### src/rtl/fxp_add_pipe.sv
// Two-stage pipelined signed fixed-point adder/subtractor with valid/ready handshakes,
// optional saturation and a saturating overflow event counter.
module fxp_add_pipe #(
  parameter int DATA_W = 19,
  parameter int SAT_EN = 1,
  parameter int CNT_W  = 16
) (
  input  logic              clk,
  input  logic              rst,
  input  logic              in_valid,
  output logic              in_ready,
  input  logic [DATA_W-1:0] data1,
  input  logic [DATA_W-1:0] data2,
  input  logic              op_sub,
  output logic              out_valid,
  input  logic              out_ready,
  output logic [DATA_W-1:0] result,
  output logic              ovf,
  output logic [CNT_W-1:0]  ovf_cnt,
  input  logic              cnt_clr
);

  localparam int SW = DATA_W + 1;
  localparam logic [DATA_W-1:0] MAX_VAL = {1'b0, {(DATA_W-1){1'b1}}};
  localparam logic [DATA_W-1:0] MIN_VAL = {1'b1, {(DATA_W-1){1'b0}}};

  logic              s1_v_q, s1_v_d;
  logic [SW-1:0]     s1_sum_q, s1_sum_d;
  logic              s2_v_q, s2_v_d;
  logic [DATA_W-1:0] result_q, result_d;
  logic              ovf_q, ovf_d;
  logic [CNT_W-1:0]  cnt_q, cnt_d;

  logic              s2_adv;
  logic              s1_adv;
  logic              out_xfer;
  logic [SW-1:0]     a_ext;
  logic [SW-1:0]     b_ext;
  logic              s1_ovf;

  // A stage may take new data when it is empty or its successor is advancing.
  always_comb begin
    s2_adv   = !s2_v_q || out_ready;
    s1_adv   = !s1_v_q || s2_adv;
    out_xfer = s2_v_q && out_ready && !rst;
    a_ext    = {data1[DATA_W-1], data1};
    b_ext    = {data2[DATA_W-1], data2};
    s1_ovf   = s1_sum_q[SW-1] ^ s1_sum_q[SW-2];

    s1_v_d   = s1_v_q;
    s1_sum_d = s1_sum_q;
    if (s1_adv) begin
      s1_v_d = in_valid;
      if (in_valid) begin
        s1_sum_d = op_sub ? (a_ext - b_ext) : (a_ext + b_ext);
      end
    end

    s2_v_d   = s2_v_q;
    result_d = result_q;
    ovf_d    = ovf_q;
    if (s2_adv) begin
      s2_v_d = s1_v_q;
      if (s1_v_q) begin
        ovf_d = s1_ovf;
        if ((SAT_EN != 0) && s1_ovf) begin
          result_d = s1_sum_q[SW-1] ? MIN_VAL : MAX_VAL;
        end else begin
          result_d = s1_sum_q[DATA_W-1:0];
        end
      end
    end

    cnt_d = cnt_q;
    if (cnt_clr) begin
      cnt_d = '0;
    end else if (out_xfer && ovf_q && (cnt_q != {CNT_W{1'b1}})) begin
      cnt_d = cnt_q + CNT_W'(1);
    end
  end

  always_ff @(posedge clk) begin
    if (rst) begin
      s1_v_q   <= 1'b0;
      s1_sum_q <= '0;
      s2_v_q   <= 1'b0;
      result_q <= '0;
      ovf_q    <= 1'b0;
      cnt_q    <= '0;
    end else begin
      s1_v_q   <= s1_v_d;
      s1_sum_q <= s1_sum_d;
      s2_v_q   <= s2_v_d;
      result_q <= result_d;
      ovf_q    <= ovf_d;
      cnt_q    <= cnt_d;
    end
  end

  assign in_ready  = rst || s1_adv;
  assign out_valid = s2_v_q && !rst;
  assign result    = result_q;
  assign ovf       = ovf_q;
  assign ovf_cnt   = cnt_q;

endmodule

### config.mk
export PLATFORM = sky130hd
export DESIGN_NAME = fxp_add_pipe
export DESIGN_NICKNAME = d
export VERILOG_FILES = /design/src/rtl/fxp_add_pipe.sv
export SDC_FILE = /design/constraint.sdc
export NUM_CORES = 1
export LEC_CHECK = 0
export BUFFER_PORTS_ARGS = -buffer_cell sky130_fd_sc_hd__buf_2
export CORE_UTILIZATION = 50
export CTS_BUF_LIST = sky130_fd_sc_hd__clkbuf_16
export CTS_CLUSTER_DIAMETER = 120
export CTS_CLUSTER_SIZE = 12
export DETAILED_ROUTE_END_ITERATION = 12
export PLACE_DENSITY_LB_ADDON = 0.15
export REMOVE_ABC_BUFFERS = 1
export SYNTH_ARGS = -nofsm -noshare
export SYNTH_HDL_FRONTEND = slang
export SYNTH_SLANG_ARGS = --single-unit
### constraint.sdc
create_clock -name clk -period 4.3 [get_ports clk]
set_clock_uncertainty 0.2 [all_clocks]
set_input_delay 0.645 -clock clk [delete_from_list [all_inputs] [get_ports clk]]
set_output_delay 0.645 -clock clk [all_outputs]
set_load 0.1 [all_outputs]
## Word-level counts from Yosys, hierarchy flattened

Cells that the tools add are included.

| storage, ports and cells | value |
|---|---|
| bits in registers | 58 |
| output and inout port bits | 38 |
| logic and storage cells | 28 |

| operators by class | value |
|---|---|
| add/subtract/negate cells | 3 |
| equality and inequality tests | 1 |
| mux-type cells | 3 |
| bitwise gates (word level) | 1 |
| reductions and logical operators | 14 |

Operators by type and width:

| kind | count |
|---|---|
| $mux 19 | 2 |
| $add 19x19->20 | 1 |
| $mux 20 | 1 |
| $sub 19x19->20 | 1 |
| $add 16x1->16 const B | 1 |
| $ne 16x16->1 const B | 1 |
| $logic_and 1x1->1 | 5 |
| $reduce_and 2->1 | 2 |
| $logic_not 1->1 | 3 |
| $logic_or 1x1->1 | 3 |
| $reduce_or 2->1 | 1 |
| $xor 1x1->1 | 1 |

## Logic depth before layout (Yosys ltp)

Gate-level depths: netlist of the first run.

| logic depth | value |
|---|---|
| depth after elaboration | 4 |
| depth in mapped cells | 15 |

## Worst setup path after synthesis of the first run

OpenSTA, ideal clock, no wires.

| path | value |
|---|---|
| path kind | input -> register |
| from | input port rst |
| to | register cnt_q[11], in the netlist ovf_cnt[11] |
| setup time | 67 ps |
| arrival | 3513 ps |
| required time | 4033 ps |
| setup slack | 520 ps |
| stages | 7 |
| buffers on the path | 0 |
| cell sequence | nor2b_1 nand3_1 a31oi_4 nand4_1 or3_1 xor2_1 nor2_1 |

| on the way | value |
|---|---|
| word-level cells in the longest chain between the ends | 4 |
| elaborated cells between the ends (all ways) | 5 |

RTL lines:

| element | line | RTL |
|---|---|---|
| start: declaration | 9 | `input logic rst,` |
| $logic_not 1->1 | 45 | `out_xfer = s2_v_q && out_ready && !rst;` |
| $logic_and 1x1->1 | 45 |  |
| $logic_and 1x1->1 (2 in a row) | 77 | `end else if (out_xfer && ovf_q && (cnt_q != {CNT_W{1'b1}})) begin` |
| end signal: assignment | 96 | `cnt_q <= cnt_d;` |
| end: declaration | 32 | `logic [CNT_W-1:0] cnt_q, cnt_d;` |

Parallel ways exist; a longest one is shown, timed or not.
A chain may end at the register's enable or synchronous reset.

## Worst setup path after layout of the first run

| path | value |
|---|---|
| from | input port data2[0] |
| to | register s1_sum_q[18] |

| on the way | value |
|---|---|
| word-level cells in the longest chain between the ends | 2 |
| elaborated cells between the ends (all ways) | 3 |

RTL lines:

| element | line | RTL |
|---|---|---|
| start: declaration | 13 | `input logic [DATA_W-1:0] data2,` |
| $add 19x19->20 or $sub 19x19->20 (tied branches) | 55 | `s1_sum_d = op_sub ? (a_ext - b_ext) : (a_ext + b_ext);` |
| $mux 20 (*) | 55 |  |
| end signal: assignment | 92 | `s1_sum_q <= s1_sum_d;` |
| end: declaration | 28 | `logic [SW-1:0] s1_sum_q, s1_sum_d;` |

Mark *: on every way between the ends. The rest lies on a longest branch, timed or not.

==> results of run 1 <==
[routing by layer]
| layer | up-vias | share of wire (%) |
|---|---|---|
| met4 | 0 | 1.7 |
| met1 | 1564 | 49 |
| met2 | 90 | 46 |
| li1 | 1816 | - |
| met3 | 13 | 4.0 |
| met5 | - | 0 |
[Yosys cell counts, drive strengths merged, types with 2 or more instances]
| master | number |
|---|---|
| nor2 | 67 |
| dfxtp | 58 |
| a21oi | 55 |
| nand2 | 31 |
| xnor2 | 30 |
| a211oi | 26 |
| ha | 23 |
| nand3 | 17 |
| o21ai | 16 |
| clkbuf | 15 |
| inv | 13 |
| or3 | 13 |
| and3 | 9 |
| buf | 8 |
| a21o | 7 |
| a31oi | 7 |
| nor3 | 7 |
| mux2i | 6 |
| nand4 | 6 |
| nor4 | 6 |
| nor2b | 5 |
| xor2 | 5 |
| and2 | 4 |
| o21bai | 3 |
| a211o | 2 |
| a21boi | 2 |
| a31o | 2 |
| o211ai | 2 |
| or2 | 2 |
| or4 | 2 |
[cells by family after synthesis]
kind of cell,Yosys count,share of synthesized area (%)
fa+ha+maj,24,8.387
buf+inv,36,4.193
xor+xnor,35,8.353
compound gates,132,23.53
flops,58,31.64
mux,6,1.637
simple gates,173,22.26
[area by class of cell]
cell class	count	area, sq um	share of cell area [%]
Clock buffer	9	225.2	5.155
Inverter	13	48.80	1.117
Multi-Input combinational cell	370	2357	53.95
Tap cell	96	120.1	2.749
Clock inverter	7	28.78	0.6586
Timing Repair Buffer	84	427.9	9.794
Sequential cell	58	1161	26.57
[flip-flops by register name, summed over array words and instances (netlist names)]
name      flops
ovf_cnt      16
s1_sum_q     20
s2_v_q        1
ovf           1
s1_v_q        1
result       19
[final timing paths]
check               startpoint      endpoint  cells after the start
setup reg to reg  s1_sum_q[18]    result[13]                      5
setup / recovery      data2[0]  s1_sum_q[18]                     14
hold reg to reg   s1_sum_q[10]  s1_sum_q[10]                      2
hold / removal    s1_sum_q[10]  s1_sum_q[10]                      2
[power by group]
part           leakage, nW  switching [mW]  internal, mW  total, mW
clock network        0.134           0.217         0.375      0.592
logic                 1.25           0.362         0.182      0.544
registers            0.475          0.0224         0.581      0.603
[critical path: stages]
cell	delay [ns]
buf_2	0.12
inv_1	0.06
ha_1	0.15
nor3b_1	0.37
nor2_1	0.10
xnor2_1	0.14
ha_1	0.44
a211o_1	0.22
a31oi_4	0.05
or3_1	0.39
o21ai_2	0.20
o2111ai_1	0.19
or4_1	0.44
nand3_1	0.09
==> impl_metrics.env, run 1 <==
export IMPL_post_cts_buffers=0
export IMPL_io_buffer_count=81
export IMPL_tightest_slew_ns=1.144
export IMPL_grt_pass1_vias=3016
export IMPL_die_w_um=87.67
export IMPL_post_route_min_period_ns=3.537
export IMPL_synth_area_sq_um=3670
export IMPL_numCtsBuffers=9
export IMPL_start_util_pct=52.85
export IMPL_leakage_nw=1.865
export IMPL_met2_usage_pct=37.50
export IMPL_viasPerCell=5.468
export IMPL_firstDrtPassIters=4
export IMPL_power_density_nw_per_um2=398.1
export IMPL_status="complete, no violations"
export IMPL_synth_edff_count=0
export IMPL_clk_pin_slew_worst_paths_ns=0.05
export IMPL_netlist_instances=464
export IMPL_htree_levels=3
export IMPL_die_h_um=87.67
export IMPL_gr_max_usage_layer="met2"
export IMPL_worstSkewPairLatency_ns=0.32
export IMPL_syn_area_per_cell_sq_um=7.909
export IMPL_yosysSeqAreaShare_pct=31.64
export IMPL_place_hpwl_um=6206
export IMPL_final_cell_count_no_fill=637
export IMPL_post_cts_resized=0
export IMPL_placed_area_sq_um=4115
export IMPL_setup_viol=0
export IMPL_worstPathArrival_ns=3.59
export IMPL_synth_seq_cells=58
export IMPL_layout_common_cells="81 x buf_2, 67 x nor2_1, 58 x dfxtp_1"
export IMPL_cts_tree="yes"
export IMPL_drt_wl_total_um=8226
export IMPL_cap_viol_max_count=0
export IMPL_clockBufferDepth=2
export IMPL_start_kind="input port"
export IMPL_yosysWarnings=0
export IMPL_placedCellCount=621
export IMPL_finalCoreUtilization_pct=62.92
export IMPL_yosysTopAreaCellShare_pct=31.64
export IMPL_final_common_cell="buf_2"
export IMPL_rsz0062_at_grt="no"
export IMPL_nFillCells=672
export IMPL_routabilityCongestion=0.8181
export IMPL_maxSlewHeadroom_pct=23.43
export IMPL_track_usage_pct=22.00
export IMPL_r2r_slack_ns=1.68
export IMPL_clock_sinks=58
export IMPL_async_flop_share_pct=0
export IMPL_final_nets=604
export IMPL_fin_total_pwr_mw=1.739
export IMPL_synth_area_leaders="dfxtp_1 32%, ha_1 7.8%, a21oi_1 7.4%"
export IMPL_timing_hold_ws_ns=0.2484
export IMPL_finalMaxSlewViolations=0
export IMPL_drc=0
export IMPL_diodes=0
export IMPL_fmax_mhz=282.7
export IMPL_worst_slack_ns=0.7631
export IMPL_grt_max_degree=41
export IMPL_synth_ff_type="dfxtp_1"
export IMPL_grt_use_met3_pct=3.770
export IMPL_rows=30
export IMPL_syn_to_final_growth_pct=19.06
export IMPL_antenna_found_initial=0
export IMPL_vias=3483
export IMPL_cp_max_fo=7
export IMPL_ant_nets=0
export IMPL_drtIter0Drc=205
export IMPL_ctsRootBufferMaster="clkbuf_16"
export IMPL_critPathKind="in2reg"
export IMPL_coreArea_sq_um=6944
export IMPL_dp_slack_ns=0.4977
export IMPL_layout_drive_gt1_share_pct=19.78
export IMPL_min_period_over_period_pct=82.25
export IMPL_gr_total_overflow=0
export IMPL_wl_per_cell_um=12.91
export IMPL_cp_end_kind="flop"
export IMPL_hold_path_class="reg2reg"
export IMPL_met1_usage_pct=27.85
export IMPL_io_pins=82
export IMPL_hold_violations=0
export IMPL_grt_pass1_wl_um=13400
export IMPL_stdcell_area_sq_um=4369
export IMPL_cts_hold_buf=0
export IMPL_die_area_sq_um=7686
export IMPL_required_ns=4.36
export IMPL_yosys_area_top_type="dfxtp_1"
export IMPL_fin_tns_setup_ns=0
export IMPL_ir_drop_mv=0.2290
export IMPL_yosysUniqueCellTypes=55
No activity file was read; power rests on OpenSTA's default activity.
==> inputs of run 2 (changes only) <==
Clock period 4.3 ns to 3.6 ns, I/O delays scaled along.
==> run 2 against run 1 <==
Compared with the run above: sequential power up 20%; flip-flop and latch count did not move; worst setup slack lost 0.34 ns; highest routed layer unchanged.
==> impl_metrics.env, run 2 (synthesis results as in run 1) <==
export IMPL_firstDrtPassIters=4
export IMPL_vias=3468
export IMPL_diodes=0
export IMPL_worst_slack_ns=0.4189
export IMPL_io_buffer_count=81
export IMPL_ant_nets=0
export IMPL_placed_area_sq_um=4220
export IMPL_cts_hold_buf=0
export IMPL_critPathKind="in2reg"
export IMPL_final_nets=618
export IMPL_clock_sinks=58
export IMPL_finalMaxSlewViolations=0
export IMPL_grt_pass1_wl_um=13920
export IMPL_numCtsBuffers=9
export IMPL_ctsRootBufferMaster="clkbuf_16"
export IMPL_cp_end_kind="flop"
export IMPL_status="complete, no violations"
export IMPL_cap_viol_max_count=0
export IMPL_die_h_um=87.67
export IMPL_final_common_cell="buf_2"
export IMPL_syn_to_final_growth_pct=22.47
export IMPL_die_area_sq_um=7686
export IMPL_largest_register="s1_sum_q"
export IMPL_post_cts_buffers=0
export IMPL_die_w_um=87.67
export IMPL_largest_register_ffs=20
export IMPL_placedCellCount=635
export IMPL_grt_max_degree=41
export IMPL_clk_pin_slew_worst_paths_ns=0.05
export IMPL_stdcell_area_sq_um=4494
export IMPL_ir_drop_mv=0.1884
export IMPL_start_kind="input port"
export IMPL_drtIter0Drc=159
export IMPL_fmax_mhz=314.4
export IMPL_worstPathArrival_ns=3.20
export IMPL_track_usage_pct=22.80
export IMPL_grt_pass1_vias=3131
export IMPL_min_period_over_period_pct=88.36
export IMPL_antenna_found_initial=0
export IMPL_hold_violations=0
export IMPL_leakage_nw=1.932
export IMPL_clockBufferDepth=2
export IMPL_cts_tree="yes"
export IMPL_dp_slack_ns=0.09186
export IMPL_rows=30
export IMPL_htree_levels=3
export IMPL_maxSlewHeadroom_pct=52.95
export IMPL_r2r_slack_ns=1.31
export IMPL_hold_path_class="reg2reg"
export IMPL_viasPerCell=5.335
export IMPL_post_cts_resized=0
export IMPL_place_hpwl_um=6143
export IMPL_required_ns=3.62
export IMPL_cp_max_fo=4
export IMPL_layout_common_cells="81 x buf_2, 67 x nor2_1, 58 x dfxtp_1"
export IMPL_nFillCells=665
export IMPL_power_density_nw_per_um2=483.9
export IMPL_gr_total_overflow=0
export IMPL_routabilityCongestion=0.8996
export IMPL_final_cell_count_no_fill=650
export IMPL_fin_total_pwr_mw=2.175
export IMPL_io_pins=82
export IMPL_coreArea_sq_um=6944
export IMPL_drc=0
export IMPL_start_util_pct=52.85
export IMPL_worstSkewPairLatency_ns=0.32
export IMPL_tightest_slew_ns=0.7058
export IMPL_setup_viol=0
export IMPL_post_route_min_period_ns=3.181
export IMPL_wl_per_cell_um=12.56
export IMPL_layout_drive_gt1_share_pct=21.66
export IMPL_drt_wl_total_um=8165
export IMPL_rsz0062_at_grt="no"
-- run 2: cell count changes in the layout (fill, tap and decap cells not counted) --
| cell | delta |
|---|---|
| clkinv_1 | +2 |
| buf_4 | +14 |
| inv_1 | -2 |
| bufinv_16 | +1 |
| clkinv_2 | -2 |
-- run 2: layout make-up --
type                       instances  area (sq um)  share of cell area [%]
timing repair buffer              98         533.0                   11.86
clock inverter                     6         48.80                   1.086
multi-input combinational        370          2357                   52.45
clock buffer                       9         225.2                   5.011
inverter                          13         48.80                   1.086
sequential                        58          1161                   25.84
tap                               96         120.1                   2.673
-- run 2: layer usage --
layer | part of all wire, % | wire length [um] | GRT usage [%]
met1 | 49 | 3997 | 28.86
met5 | 0 | 0 | 0
met4 | 1.0 | 83 | 8.048
met3 | 4.4 | 359 | 4.901
met2 | 46 | 3724 | 38.35
-- run 2: final timing paths --
path / from / end / depth (start not counted)
max: data2[0] / s1_sum_q[17] / 15
min: s1_sum_q[6] / s1_sum_q[6] / 2
max reg2reg: ovf_cnt[0] / ovf_cnt[11] / 7
min reg2reg: s1_sum_q[6] / s1_sum_q[6] / 2
-- run 2: power breakdown --
group	internal (mW)	switching, mW	total (mW)
Sequential	0.694	0.0270	0.721
Combinational	0.238	0.434	0.672
Clock	0.517	0.265	0.782
Total	1.45	0.726	2.17
-- run 2: critical path: stages --
cell      delay, ns
buf_2          0.12
inv_1          0.05
ha_1           0.20
nor3b_1        0.14
buf_4          0.14
and2_1         0.14
a21oi_1        0.16
xnor2_1        0.14
ha_1           0.26
a211oi_1       0.24
nor2_1         0.09
o41ai_1        0.31
a21boi_1       0.35
mux2i_1        0.12
a32o_1         0.22
-- run 2: metrics by stage --
| step | hold WS, ns | setup TNS, ns | util, % |
|---|---|---|---|
| floorplan | 0.2262 | -0.07451 | - |
| global placement | 0.2415 | 0 | 60.77 |
| detailed placement | 0.2462 | 0 | 60.77 |
| CTS | 0.2520 | 0 | 64.72 |
| global route | 0.2796 | 0 | 64.72 |
| finish | 0.2524 | 0 | 64.72 |
==> inputs of run 3 (changes only) <==
Settings changed: CORE_UTILIZATION 50 to 49, HOLD_SLACK_MARGIN set to 0.02.
Clock period 3.6 ns to 2.9 ns, I/O delays scaled along.
==> run 3 against run 2 <==
Compared with the run above: critical path depth up 4; non-clock buffer count up 67; hold slack worse by 0.092 ns; combinational power up 56%; utilization up 8.2 points; global-route usage up 1.3 points; design area up 18%; wire length up 15%; die area up 2.0%; clock power up 38%; count of clock-buffer cells in the layout unchanged; largest power group unchanged.
==> impl_metrics.env, run 3 (synthesis results as in run 1) <==
export IMPL_status="complete, no violations"
export IMPL_cp_end_kind="flop"
export IMPL_worst_slack_ns=0.01511
export IMPL_io_buffer_count=81
export IMPL_start_util_pct=50.60
export IMPL_final_nets=685
export IMPL_tightest_slew_ns=0.7121
export IMPL_clockBufferDepth=2
export IMPL_cp_startpoint="data2[0]"
export IMPL_coreArea_sq_um=7253
export IMPL_area_sequential_sq_um=1161
export IMPL_start_kind="input port"
export IMPL_vias=3866
export IMPL_place_hpwl_um=6698
export IMPL_combPwrFrac_pct=34.8
export IMPL_min_period_over_period_pct=99.48
export IMPL_stdcell_area_sq_um=5293
export IMPL_ctsRootBufferMaster="clkbuf_16"
export IMPL_finalCoreUtilization_pct=72.97
export IMPL_cp_max_fo=5
export IMPL_multi_input_area_sq_um=2566
export IMPL_track_usage_pct=24.13
export IMPL_wl_per_cell_um=13.06
export IMPL_timing_hold_ws_ns=0.1604
export IMPL_cts_tree="yes"
export IMPL_power_switching_mw=0.9880
export IMPL_maxSlewHeadroom_pct=52.53
export IMPL_p_int_mw=2.039
export IMPL_diodes=0
export IMPL_io_pins=82
export IMPL_fmax_mhz=346.6
export IMPL_leakage_nw=2.324
export IMPL_viasPerCell=5.362
export IMPL_grt_pass1_wl_um=14950
export IMPL_drtIter0Drc=163
export IMPL_dp_slack_ns=-0.4916
export IMPL_die_area_sq_um=7839
export IMPL_post_route_min_period_ns=2.885
export IMPL_hold_violations=0
export IMPL_layout_drive_gt1_share_pct=36.17
export IMPL_critPathKind="in2reg"
export IMPL_grt_pass1_vias=3563
export IMPL_antenna_found_initial=0
export IMPL_power_switching_share_pct=32.64
export IMPL_p_clk_share_pct=35.7
export IMPL_hold_path_startpoint="in_valid"
export IMPL_rsz0062_at_grt="yes"
export IMPL_worstSkewPairLatency_ns=0.32
export IMPL_syn_to_final_growth_pct=44.22
export IMPL_cap_viol_max_count=0
export IMPL_seqPwrFrac_pct=29.5
export IMPL_placed_area_sq_um=4659
export IMPL_required_ns=2.90
export IMPL_worstReg2RegStart="ovf_cnt[0]"
export IMPL_rows=31
export IMPL_firstDrtPassIters=4
export IMPL_setup_viol=0
export IMPL_ant_nets=0
export IMPL_gr_total_overflow=0
export IMPL_hold_path_class="in2reg"
export IMPL_clock_sinks=58
export IMPL_drc=0
export IMPL_clk_pin_slew_worst_paths_ns=0.05
export IMPL_ir_drop_mv=0.2441
export IMPL_finalMaxSlewViolations=0
export IMPL_die_w_um=88.54
export IMPL_numCtsBuffers=9
export IMPL_nFillCells=577
export IMPL_drt_wl_total_um=9415
export IMPL_htree_levels=3
export IMPL_layout_common_cells="79 x buf_2, 79 x buf_4, 64 x nor2_1"
export IMPL_fin_total_pwr_mw=3.027
export IMPL_routabilityCongestion=0.8618
export IMPL_power_density_nw_per_um2=571.9
export IMPL_largest_register="s1_sum_q"
export IMPL_worstPathArrival_ns=2.88
export IMPL_largest_register_ffs=20
export IMPL_grt_max_degree=43
export IMPL_die_h_um=88.54
-- run 3: cell types whose count changed in the layout (fill, tap and decap cells not counted), sizes merged --
cell / change
buf: +67
clkinvlp: +1
bufinv: +1
inv: +1
clkinv: -2
-- run 3: worst paths after layout --
check	end	slack, ns	cells after the start
worst max-delay path	s1_sum_q[18]	0.02	19
worst min-delay path	s1_v_q	0.16	3
worst max register to register	ovf_cnt[11]	0.62	7
worst min register to register	s1_sum_q[3]	0.26	2
-- run 3: critical path, cell delays in order --
cell and delay, ns:
buf_6 0.10, buf_6 0.11, nor4_4 0.19, buf_4 0.16, buf_6 0.11, a21oi_2 0.05, xnor2_1 0.14, ha_1 0.30
buf_4 0.13, a21o_1 0.14, nand3_1 0.09, a21o_1 0.22, o21ai_4 0.08, o2111ai_2 0.12, buf_4 0.15, buf_4 0.12
buf_4 0.11, nand2_1 0.04, nand3_1 0.06
-- run 3: through the flow --
step                cells   TNS, ns
finish                721         0
global route          721   -0.4297
CTS                   719  -0.03749
detailed placement    696    -4.106
global placement      696    -3.714
floorplan             441    -6.478
-- run 3: power by group through the flow --
stage	sequential, mW	combinational (mW)	clock [mW]
after floorplan	1.07	0.454	0
after global placement	0.906	0.924	0
after detailed placement	0.908	0.938	0
after CTS	0.893	0.986	1.10
after global routing	0.900	1.14	1.13
final	0.894	1.05	1.08
-- run 3: layout make-up --
| cell class | instances | area share (%) |
|---|---|---|
| Clock inverter | 7 | 1.608 |
| Tap cell | 99 | 2.340 |
| Timing Repair Buffer | 165 | 20.40 |
| Inverter | 13 | 0.9693 |
| Multi-Input combinational cell | 370 | 48.49 |
| Sequential cell | 58 | 21.94 |
| Clock buffer | 9 | 4.255 |
-- run 3: what timing repair did --
item,in CTS,in global routing
buffers inserted,8,2
cloned,0,0
endpoints found under the setup margin,7,12
hold buffers,0,0
pin swaps,20,25
gates resized for setup,26,30
-- run 3: layer usage --
layer / track usage, % / part of all wire, % / vias to the layer above
li1: - / - / 1982
met3: 4.664 / 4.1 / 12
met2: 43.43 / 51 / 105
met4: 7.625 / 1.0 / 0
met5: 0 / 0 / -
met1: 28.82 / 44 / 1767
